[config.mk]
export PLATFORM = sky130hd
export DESIGN_NAME = riscv_multi_cycle
export DESIGN_NICKNAME = d
export VERILOG_FILES = /design/src/rtl/riscv_multi_cycle.sv
export SDC_FILE = /design/constraint.sdc
export NUM_CORES = 2
export LEC_CHECK = 0
export ABC_CLOCK_PERIOD_IN_PS = 6350
export CAP_MARGIN = 20
export CORE_ASPECT_RATIO = 1.5
export CORE_MARGIN = 2
export CORE_UTILIZATION = 60
export CTS_BUF_LIST = sky130_fd_sc_hd__clkbuf_2
export DETAILED_ROUTE_END_ITERATION = 6
export PLACE_DENSITY = 0.88
export SYNTH_ARGS = -nofsm -noshare
export SYNTH_HDL_FRONTEND = slang
export SYNTH_SLANG_ARGS = --single-unit
[constraint.sdc]
create_clock -name clk -period 6.35 [get_ports clk]
set_clock_uncertainty 0.15 [all_clocks]
set_input_delay 1.27 -clock clk [delete_from_list [all_inputs] [get_ports clk]]
set_output_delay 1.27 -clock clk [all_outputs]
set_load 0.01 [all_outputs]
[src/rtl/riscv_multi_cycle.sv]
// Multi-cycle RV32I-subset core: one FSM walks FETCH/DECODE/EXEC/MEM/WB over a shared
// req/ready memory port; illegal or misaligned work parks the core in a sticky HALT.
module riscv_multi_cycle #(
  parameter logic [31:0] RESET_PC        = 32'h0000_0000,
  parameter int          NUM_REGS        = 32,
  parameter bit          HALT_ON_ILLEGAL = 1'b1
) (
  input  logic        clk,
  input  logic        rst,
  output logic        mem_req,
  output logic        mem_we,
  output logic [31:0] mem_addr,
  output logic [31:0] mem_wdata,
  input  logic [31:0] mem_rdata,
  input  logic        mem_ready,
  output logic        retire,
  output logic [31:0] pc_out,
  output logic        halted
);
  localparam int         RW   = $clog2(NUM_REGS);
  localparam logic [5:0] NREG = 6'(NUM_REGS);

  typedef enum logic [2:0] {S_RST, S_FETCH, S_DECODE, S_EXEC, S_MEM, S_WB, S_HALT} state_e;
  typedef enum logic [2:0] {C_NOP, C_ALU, C_LUI, C_LW, C_SW, C_BR, C_JAL, C_JALR} class_e;
  typedef enum logic [3:0] {A_ADD, A_SUB, A_AND, A_OR, A_XOR, A_SLT, A_SLL, A_SRL, A_SRA} aluop_e;

  state_e      state_q, state_d;
  logic [31:0] pc_q, pc_d, ir_q, ir_d, a_q, a_d, b_q, b_d;
  logic [31:0] imm_q, imm_d, y_q, y_d, mdr_q, mdr_d;
  logic        nop_q, nop_d;
  logic [31:0] rf_q [NUM_REGS];

  logic [6:0]  opc_s, f7_s;
  logic [4:0]  rd_s, rs1_s, rs2_s;
  logic [2:0]  f3_s;
  class_e      cls_s;
  aluop_e      op_s;
  logic        use_imm_s, op_ok_s, use_rs1_s, use_rs2_s, use_rd_s, legal_s;
  logic [31:0] imm_s, rs1_val_s, rs2_val_s, alu_a_s, alu_b_s, alu_s;
  logic [31:0] pc_plus4_s, br_tgt_s, jalr_tgt_s, rf_wdata_s;
  logic        taken_s, rf_we_s;

  assign opc_s = ir_q[6:0];
  assign rd_s  = ir_q[11:7];
  assign f3_s  = ir_q[14:12];
  assign rs1_s = ir_q[19:15];
  assign rs2_s = ir_q[24:20];
  assign f7_s  = ir_q[31:25];

  // Instruction decode: class, ALU op, immediate format and legality
  always_comb begin
    cls_s     = C_NOP;
    op_s      = A_ADD;
    use_imm_s = 1'b1;
    op_ok_s   = 1'b1;
    use_rs1_s = 1'b0;
    use_rs2_s = 1'b0;
    use_rd_s  = 1'b0;
    imm_s     = {{20{ir_q[31]}}, ir_q[31:20]};
    case (opc_s)
      7'b0110011: begin
        cls_s = C_ALU; use_imm_s = 1'b0; use_rs1_s = 1'b1; use_rs2_s = 1'b1; use_rd_s = 1'b1;
        case ({f7_s, f3_s})
          {7'h00, 3'b000}: op_s = A_ADD;
          {7'h20, 3'b000}: op_s = A_SUB;
          {7'h00, 3'b111}: op_s = A_AND;
          {7'h00, 3'b110}: op_s = A_OR;
          {7'h00, 3'b100}: op_s = A_XOR;
          {7'h00, 3'b010}: op_s = A_SLT;
          {7'h00, 3'b001}: op_s = A_SLL;
          {7'h00, 3'b101}: op_s = A_SRL;
          {7'h20, 3'b101}: op_s = A_SRA;
          default:         op_ok_s = 1'b0;
        endcase
      end
      7'b0010011: begin
        cls_s = C_ALU; use_rs1_s = 1'b1; use_rd_s = 1'b1;
        case (f3_s)
          3'b000:  op_s = A_ADD;
          3'b111:  op_s = A_AND;
          3'b110:  op_s = A_OR;
          3'b100:  op_s = A_XOR;
          3'b010:  op_s = A_SLT;
          3'b001:  begin op_s = A_SLL; op_ok_s = (f7_s == 7'h00); end
          3'b101:  begin op_s = (f7_s == 7'h20) ? A_SRA : A_SRL;
                         op_ok_s = (f7_s == 7'h00) || (f7_s == 7'h20); end
          default: op_ok_s = 1'b0;
        endcase
      end
      7'b0110111: begin cls_s = C_LUI; use_rd_s = 1'b1; imm_s = {ir_q[31:12], 12'h000}; end
      7'b0000011: begin cls_s = C_LW; use_rs1_s = 1'b1; use_rd_s = 1'b1; op_ok_s = (f3_s == 3'b010); end
      7'b0100011: begin
        cls_s = C_SW; use_rs1_s = 1'b1; use_rs2_s = 1'b1; op_ok_s = (f3_s == 3'b010);
        imm_s = {{20{ir_q[31]}}, ir_q[31:25], ir_q[11:7]};
      end
      7'b1100011: begin
        cls_s = C_BR; use_rs1_s = 1'b1; use_rs2_s = 1'b1; op_ok_s = (f3_s[2:1] == 2'b00);
        imm_s = {{19{ir_q[31]}}, ir_q[31], ir_q[7], ir_q[30:25], ir_q[11:8], 1'b0};
      end
      7'b1101111: begin
        cls_s = C_JAL; use_rd_s = 1'b1;
        imm_s = {{11{ir_q[31]}}, ir_q[31], ir_q[19:12], ir_q[20], ir_q[30:21], 1'b0};
      end
      7'b1100111: begin cls_s = C_JALR; use_rs1_s = 1'b1; use_rd_s = 1'b1; op_ok_s = (f3_s == 3'b000); end
      default:    op_ok_s = 1'b0;
    endcase
  end

  // A register field beyond NUM_REGS makes the instruction illegal even if the opcode is fine
  assign legal_s = op_ok_s
                && !(use_rs1_s && ({1'b0, rs1_s} >= NREG))
                && !(use_rs2_s && ({1'b0, rs2_s} >= NREG))
                && !(use_rd_s  && ({1'b0, rd_s}  >= NREG));

  assign rs1_val_s = (rs1_s == 5'd0) ? 32'h0 : rf_q[rs1_s[RW-1:0]];
  assign rs2_val_s = (rs2_s == 5'd0) ? 32'h0 : rf_q[rs2_s[RW-1:0]];

  assign alu_a_s = (cls_s == C_LUI) ? 32'h0 : a_q;
  assign alu_b_s = use_imm_s ? imm_q : b_q;

  // ALU
  always_comb begin
    alu_s = 32'h0;
    case (op_s)
      A_ADD:   alu_s = alu_a_s + alu_b_s;
      A_SUB:   alu_s = alu_a_s - alu_b_s;
      A_AND:   alu_s = alu_a_s & alu_b_s;
      A_OR:    alu_s = alu_a_s | alu_b_s;
      A_XOR:   alu_s = alu_a_s ^ alu_b_s;
      A_SLT:   alu_s = {31'h0, $signed(alu_a_s) < $signed(alu_b_s)};
      A_SLL:   alu_s = alu_a_s << alu_b_s[4:0];
      A_SRL:   alu_s = alu_a_s >> alu_b_s[4:0];
      A_SRA:   alu_s = $signed(alu_a_s) >>> alu_b_s[4:0];
      default: alu_s = alu_a_s + alu_b_s;
    endcase
  end

  assign pc_plus4_s = pc_q + 32'd4;
  assign br_tgt_s   = pc_q + imm_q;
  assign jalr_tgt_s = (a_q + imm_q) & ~32'h1;
  assign taken_s    = (f3_s[0] == 1'b0) ? (a_q == b_q) : (a_q != b_q);

  // Next-state and control; misalignment is caught in EXEC so nothing has been touched yet
  always_comb begin
    state_d = state_q; pc_d = pc_q; ir_d = ir_q; a_d = a_q; b_d = b_q;
    imm_d = imm_q; y_d = y_q; mdr_d = mdr_q; nop_d = nop_q;
    retire = 1'b0; rf_we_s = 1'b0; rf_wdata_s = y_q;
    case (state_q)
      S_RST:   state_d = S_FETCH;
      S_FETCH: begin
        if (mem_ready) begin ir_d = mem_rdata; state_d = S_DECODE; end
        else           begin state_d = S_FETCH; end
      end
      S_DECODE: begin
        a_d = rs1_val_s; b_d = rs2_val_s; imm_d = imm_s; nop_d = 1'b0;
        if (legal_s)              state_d = S_EXEC;
        else if (HALT_ON_ILLEGAL) state_d = S_HALT;
        else begin nop_d = 1'b1; state_d = S_EXEC; end
      end
      S_EXEC: begin
        y_d = alu_s;
        if (nop_q) begin
          pc_d = pc_plus4_s; retire = 1'b1; state_d = S_FETCH;
        end else begin
          case (cls_s)
            C_ALU, C_LUI: state_d = S_WB;
            C_LW, C_SW:   state_d = (alu_s[1:0] != 2'b00) ? S_HALT : S_MEM;
            C_BR: begin
              if (!taken_s)         begin pc_d = pc_plus4_s; retire = 1'b1; state_d = S_FETCH; end
              else if (br_tgt_s[1]) begin state_d = S_HALT; end
              else                  begin pc_d = br_tgt_s; retire = 1'b1; state_d = S_FETCH; end
            end
            C_JAL:   state_d = br_tgt_s[1] ? S_HALT : S_WB;
            C_JALR:  state_d = jalr_tgt_s[1] ? S_HALT : S_WB;
            default: state_d = S_HALT;
          endcase
        end
      end
      S_MEM: begin
        if (!mem_ready)          begin state_d = S_MEM; end
        else if (cls_s == C_LW)  begin mdr_d = mem_rdata; state_d = S_WB; end
        else                     begin pc_d = pc_plus4_s; retire = 1'b1; state_d = S_FETCH; end
      end
      S_WB: begin
        rf_we_s = (rd_s != 5'd0);
        case (cls_s)
          C_LW:          rf_wdata_s = mdr_q;
          C_JAL, C_JALR: rf_wdata_s = pc_plus4_s;
          default:       rf_wdata_s = y_q;
        endcase
        case (cls_s)
          C_JAL:   pc_d = br_tgt_s;
          C_JALR:  pc_d = jalr_tgt_s;
          default: pc_d = pc_plus4_s;
        endcase
        retire = 1'b1; state_d = S_FETCH;
      end
      S_HALT:  state_d = S_HALT;
      default: state_d = S_RST;
    endcase
  end

  // Architectural and pipeline-latch state
  always_ff @(posedge clk) begin
    if (rst) begin
      state_q <= S_RST; pc_q <= RESET_PC; ir_q <= 32'h0; a_q <= 32'h0; b_q <= 32'h0;
      imm_q <= 32'h0; y_q <= 32'h0; mdr_q <= 32'h0; nop_q <= 1'b0;
    end else begin
      state_q <= state_d; pc_q <= pc_d; ir_q <= ir_d; a_q <= a_d; b_q <= b_d;
      imm_q <= imm_d; y_q <= y_d; mdr_q <= mdr_d; nop_q <= nop_d;
    end
  end

  // Register file
  always_ff @(posedge clk) begin
    if (rst) begin
      for (int i = 0; i < NUM_REGS; i++) rf_q[i] <= 32'h0;
    end else if (rf_we_s) begin
      rf_q[rd_s[RW-1:0]] <= rf_wdata_s;
    end
  end

  assign mem_req   = (state_q == S_FETCH) || (state_q == S_MEM);
  assign mem_we    = (state_q == S_MEM) && (cls_s == C_SW);
  assign mem_addr  = (state_q == S_MEM) ? y_q : pc_q;
  assign mem_wdata = b_q;
  assign pc_out    = pc_q;
  assign halted    = (state_q == S_HALT);
endmodule

## Word level (Yosys, flattened, before mapping)

Memories as Yosys holds them, arrays and structs flattened. A register that Yosys moved wholly into a read port is not among the register bits.
Index checks and enable logic that the tools add are counted.

| operators by class | value |
|---|---|
| shift operators | 3 |
| bitwise logic cells | 3 |
| order comparisons | 1 |
| eq/ne operators | 50 |
| reduce and logical (&&, ||, !) cells | 26 |
| mux-type cells | 55 |
| add/sub/neg operators | 5 |

Operator list:

| operator | count |
|---|---|
| 32-bit two-way mux | 12 |
| 32-bit case mux with 8 select lines | 1 |
| 32-bit case mux with 2 select lines | 2 |
| 31-bit case mux with 4 select lines | 1 |
| 32-bit adder | 3 |
| 32-bit case mux with 3 select lines | 1 |
| 10-bit by 3-bit equality test with 1-bit output (second input constant) | 4 |
| 3-bit equality test (second input constant) | 11 |
| 32-bit by 3-bit adder with 32-bit output (second input constant) | 1 |
| 32-bit AND | 1 |
| 32-bit equality test | 1 |
| 32-bit < comparator | 1 |
| 32-bit != test | 1 |
| 32-bit bitwise OR | 1 |
| 4-bit case mux with 8 select lines | 1 |
| 32-bit OR reduction | 1 |
| 32-bit by 5-bit left shift with 32-bit output | 1 |
| 32-bit by 5-bit right shift with 32-bit output | 1 |
| 32-bit by 5-bit >>> shifter with 32-bit output | 1 |
| 32-bit subtractor | 1 |
| 32-bit XOR | 1 |
| 7-bit by 6-bit equality test with 1-bit output (second input constant) | 4 |
| 5-bit two-way mux | 5 |
| 4-bit case mux with 6 select lines | 1 |
| other kinds (40) | 85 |

| storage, ports and cells | value |
|---|---|
| logic and storage cells | 152 |
| output and inout port bits | 100 |
| bits of input ports | 35 |
| bits in writable memories | 1024 |
| memories kept | 1 |
| flip-flop bits (word level) | 227 |

Memories:

| memory | depth | bits a word | rd ports | clocked after memory_dff | wr ports | line | text |
|---|---|---|---|---|---|---|---|
| rf_q | 32 | 32 | 2 | 2 | 32 | 31 | `logic [31:0] rf_q [NUM_REGS];` |

## Longest topological paths before layout

| depth | value |
|---|---|
| depth after elaboration | 11 |
| depth in mapped cells | 23 |
| mapped depth without buffers | 18 |

## Worst setup path before layout

OpenSTA, ideal clock, no wires.

| timing | value |
|---|---|
| kind | reg-to-reg |
| from | register ir_q[3] |
| to | register y_q[27] |
| arrival | 4.820 ns |
| path slack | 1.244 ns |
| library setup time | 0.136 ns |
| cell stages (with the launch flop) | 21 |
| period minus slack after synthesis | 5.106 ns |
| cells stage by stage | dfxtp_1 -> buf_2 -> and4b_2 -> nand3_4 -> buf_1 -> mux2i_1 -> clkbuf_1 -> clkbuf_1 -> clkbuf_1 -> ha_1 -> a21oi_1 -> and4_1 -> o21ai_1 -> a21oi_1 -> nor2_1 -> or4_1 -> a311oi_1 -> nor2_1 -> or3_1 -> a21oi_1 -> a211oi_1 |

| between the ends | value |
|---|---|
| longest elaborated chain between the ends | 7 |

Ends and longest elaborated chain:

| element | line | text |
|---|---|---|
| from (decl) | 28 | `logic [31:0] pc_q, pc_d, ir_q, ir_d, a_q, a_d, b_q, b_d;` |
| from (signal assigned) | 206 | `state_q <= S_RST; pc_q <= RESET_PC; ir_q <= 32'h0; a_q <= 32'h0; b_q <= 32'h0;` |
| from (signal assigned) | 209 | `state_q <= state_d; pc_q <= pc_d; ir_q <= ir_d; a_q <= a_d; b_q <= b_d;` |
| 7-bit by 5-bit equality test with 1-bit output / 7-bit by 6-bit equality test with 1-bit output (equally long branches) | 60 | `case (opc_s)` |
| 2-bit OR reduction (no source line) | - |  |
| 3-bit case mux with 7 select lines | 60 |  |
| 3-bit by 2-bit equality test with 1-bit output | 118 | `assign alu_a_s = (cls_s == C_LUI) ? 32'h0 : a_q;` |
| 32-bit two-way mux | 118 |  |
| 32-bit adder (tied with other cells) | 125, 134 |  |
| 32-bit case mux with 8 select lines * | 124 | `case (op_s)` |
| to (signal assigned) | 210 | `imm_q <= imm_d; y_q <= y_d; mdr_q <= mdr_d; nop_q <= nop_d;` |
| to (decl) | 29 | `logic [31:0] imm_q, imm_d, y_q, y_d, mdr_q, mdr_d;` |

Every way passes the cells marked *; elsewhere a longest branch is shown, timed or not.
A chain may end at the register's enable or synchronous reset.

## Worst setup path after layout

| timing | value |
|---|---|
| from | register a_q[30] |
| to | output retire |

| between the ends | value |
|---|---|
| longest elaborated chain between the ends | 5 |

Ends and longest elaborated chain:

| element | line | text |
|---|---|---|
| from (decl) | 28 |  |
| from (signal assigned) | 206 |  |
| from (signal assigned) | 209 |  |
| 32-bit equality test / 32-bit != test (equally long branches) | 141 | `assign taken_s = (f3_s[0] == 1'b0) ? (a_q == b_q) : (a_q != b_q);` |
| 1-bit two-way mux * | 141 |  |
| 1-bit two-way mux * | 169 | `if (!taken_s) begin pc_d = pc_plus4_s; retire = 1'b1; state_d = S_FETCH; end` |
| 1-bit two-way mux * | 165 | `case (cls_s)` |
| 1-bit case mux with 3 select lines * | 148 | `case (state_q)` |
| to (decl) | 16 | `output logic retire,` |

Marks and branches as above.

==> impl_metrics.toml <==
[cells_and_area]
drive_above_1_share = 0.229
nFillCells = 8548
ff_latch_area_sq_um = 35600
multiInputGateArea_sq_um = 36900
nNetsFinal = 6829
syn_to_final_growth_pct = 8.77

[die]
die_w_um = 292
pin_count = 135
placementRows = 158
start_util = 0.604
dieArea_sq_um = 127000
coreArea_sq_um = 124000
die_y_um = 436

[status]
status = "finished with violations"
violations = "design-rule violations, negative setup slack"

[synth]
syn_area_sq_um = 74600
syn_inst = 6483
ys_seq_elements = 1261
yosys.area.top_type_share = 0.412
synth_commonest_cells = "nor2_1, edfxtp_1, mux4_2"
postSynthAreaPerCell_sq_um = 11.5
async_flop_share = 0
synth_flop_cell = "edfxtp_1"
yosys_warnings = 0
synth_edf_count = 1024
ys_seq_area_frac = 0.476
synth.most_common_cell = "nor2_1"
synthDistinctLibCells = 97
synth.area.top_cells = "edfxtp_1, mux4_2, nor2_1"
yosys.area.top_type = "edfxtp_1"

[place]
routabilityCongestion = 1.06
dp_hpwl_um = 232000
port_buffers = 134

[hold_path]
hold_path_class = "input port to register"

[clock_tree]
htreeDepth = 5
cts_root_buf = "clkbuf_2"
cts_sinks = 1261
clk_pin_slew_ns = 0.11
cts_tree = "built"
clk_latency_ns = 2.04
cts_buffers = 310
clockBufferDepth = 4

[setup_path]
slowest_delay_ns = 0.64
cp_max_fo = 6
crit_path_top_delay_cell = "xor2_1"
crit_top_cell = "nand4_1"
critPathKind = "register to output pin"
crit_path_start_kind = "register"
critPathCaptureType = "output pin"
crit_arrival_ns = 4.94
required_ns = 4.93
cp_cell_sequence = "xor2_1 -> nor4_1 -> nand4_1 -> nor2_4 -> xnor2_2 -> nand2_1 -> nand4_1 -> o21a_1 -> inv_1 -> clkdlybuf4s50_1"

[sta]
rsz0062_at_grt = "yes"
fin_crit_sh = 1.00
relSlewSlack = 0.0398
fin_crit_ns = 6.36
setup_viol_count_final = 1
final_max_slew_viol_count = 0
hold_violations = 0
fin_ws_ns = -0.0132
fmax_ghz = 0.157
tns_ns = -0.0132
tightest_slew_ns = 1.44

[grt]
grtUsageTotal = 0.547
grt_first_pass_wirelength_um = 487000
grt_max_degree = 89
grt-ovfl-total = 0
antenna_found_initial = 26
grt_pass1_vias = 67036

[drt]
num_vias = 66590
finalWirelength_um = 348000
m1WireLength_um = 94400
drc = 77
wl_met2_um = 151000
wl_per_cell_um = 41.1
drtIter0Drc = 12745
ant_nets = 0
routed.top_layer = "met5"
dr_wl_met3_um = 51200
drtPass1Iterations = 7
via_per_inst = 7.87

[job]
maxCapViolations = 0

[power]
p_leak_nw = 27.5
finalPower_mw = 18.9
ir_worst_vdd_mv = 0.298
powerDensity_nw_per_um2 = 233
sequential cells by signal, summed over array words and instances, names as in the netlist, named ones only:
name	count
a_q	32
ir_q	32
pc_out	32
state_q	3
mem_wdata	32
mdr_q	32
rf_q	1024
y_q	32
imm_q	32
what timing repair did:
item,in CTS,in global routing
gates cloned,1,0
setup endpoints to repair,6,13
setup buffers,2,2
hold buffers,21,6
pin swaps,1,1
endpoints found under the hold margin,77,9
gates resized for setup,19,18
cells in the final DEF (no fill, tap or decap), types with 21 or more instances in the layout:
| cell type | instances |
|---|---|
| mux2i_1 | 140 |
| dfxtp_2 | 24 |
| a221oi_1 | 21 |
| mux2_2 | 63 |
| o211ai_1 | 31 |
| a21oi_1 | 377 |
| xnor2_1 | 83 |
| or3_1 | 21 |
| o21bai_1 | 29 |
| a211oi_1 | 56 |
| clkinv_1 | 82 |
| and2_1 | 48 |
| nand4_1 | 22 |
| buf_4 | 224 |
| nand2b_1 | 26 |
| nand2_1 | 424 |
| nand3_1 | 108 |
| a21o_1 | 43 |
| nand2b_2 | 31 |
| ha_1 | 159 |
| a31oi_1 | 23 |
| mux4_2 | 649 |
| edfxtp_1 | 1024 |
| o21ai_0 | 173 |
| o22ai_1 | 22 |
| diode_2 | 27 |
| a21oi_2 | 24 |
| nor2_1 | 1400 |
| nor2b_1 | 23 |
| dfxtp_1 | 202 |
| inv_1 | 114 |
| clkbuf_2 | 416 |
| and3_1 | 28 |
| conb_1 | 32 |
| xor2_1 | 62 |
| a22oi_1 | 36 |
| dlygate4sd3_1 | 27 |
| clkdlybuf4s50_1 | 133 |
| nor3_1 | 84 |
cells by family after synthesis:
family	share of synthesized area
other	0.0000503
xor gates and xnor gates	0.0174
muxes	0.225
AOI/OAI and AO/OA	0.0872
and+or+nand+nor	0.129
buffers and inverters	0.0371
adders and majority gates	0.0277
DFF	0.476
layer usage:
metal,global-route usage,up-vias
met1,0.558,30536
met4,0.593,14
met3,0.220,3272
met5,0,-
met2,0.815,8123
li1,-,24645
cell type report:
class / count / share of cell area
Sequential cell: 1261 / 0.438
Tap cell: 1600 / 0.0247
Timing Repair Buffer: 403 / 0.0447
Clock buffer: 416 / 0.0257
Inverter: 118 / 0.00552
Multi-Input combinational cell: 4537 / 0.455
Clock inverter: 103 / 0.00535
Antenna cell: 27 / 0.000833
critical path, delay by kind of cell (launching register included):
kind / cells / cell delay (ns)
and+or+nand+nor: 5 / 0.74
DFF: 1 / 0.49
xor gates and xnor gates: 2 / 1.08
buffers and inverters: 2 / 0.55
AOI/OAI and AO/OA: 1 / 0.19
where the power goes:
part	switching [mW]	leakage (nW)	internal, mW
combinational	2.44	13.1	1.37
clock	3.67	1.96	1.81
sequential	0.435	12.5	9.20
total	6.54	27.5	12.4
stage by stage:
stage               hold slack (ns)  utilization  area [sq um]  worst slack [ns]  std cells
floorplan                     0.287            -         74700              1.24       6514
global placement              0.294        0.632         78100             0.918       7882
detailed placement            0.299        0.632         78100             0.931       7883
CTS                          0.0161        0.655         80900            0.0468       8426
global route                  0.114        0.656         81100            0.0818       8445
finish                        0.125        0.657         81100           -0.0132       8465
worst paths after layout:
kind                                       startpoint                    endpoint  slack, ns  cells past startpoint
worst max register to register  state_q[2]$_SDFF_PP0_  rf_q[26][22]$_SDFFCE_PN0P_       0.59                      8
worst min-delay path                    mem_rdata[21]      mdr_q[21]$_SDFFE_PP0P_       0.12                      3
worst max-delay path             a_q[30]$_SDFFE_PP0P_                      retire      -0.01                     10
worst min register to register  mdr_q[6]$_SDFFE_PP0P_       mdr_q[6]$_SDFFE_PP0P_       0.31                      2
No activity file was read; power rests on OpenSTA's default activity.
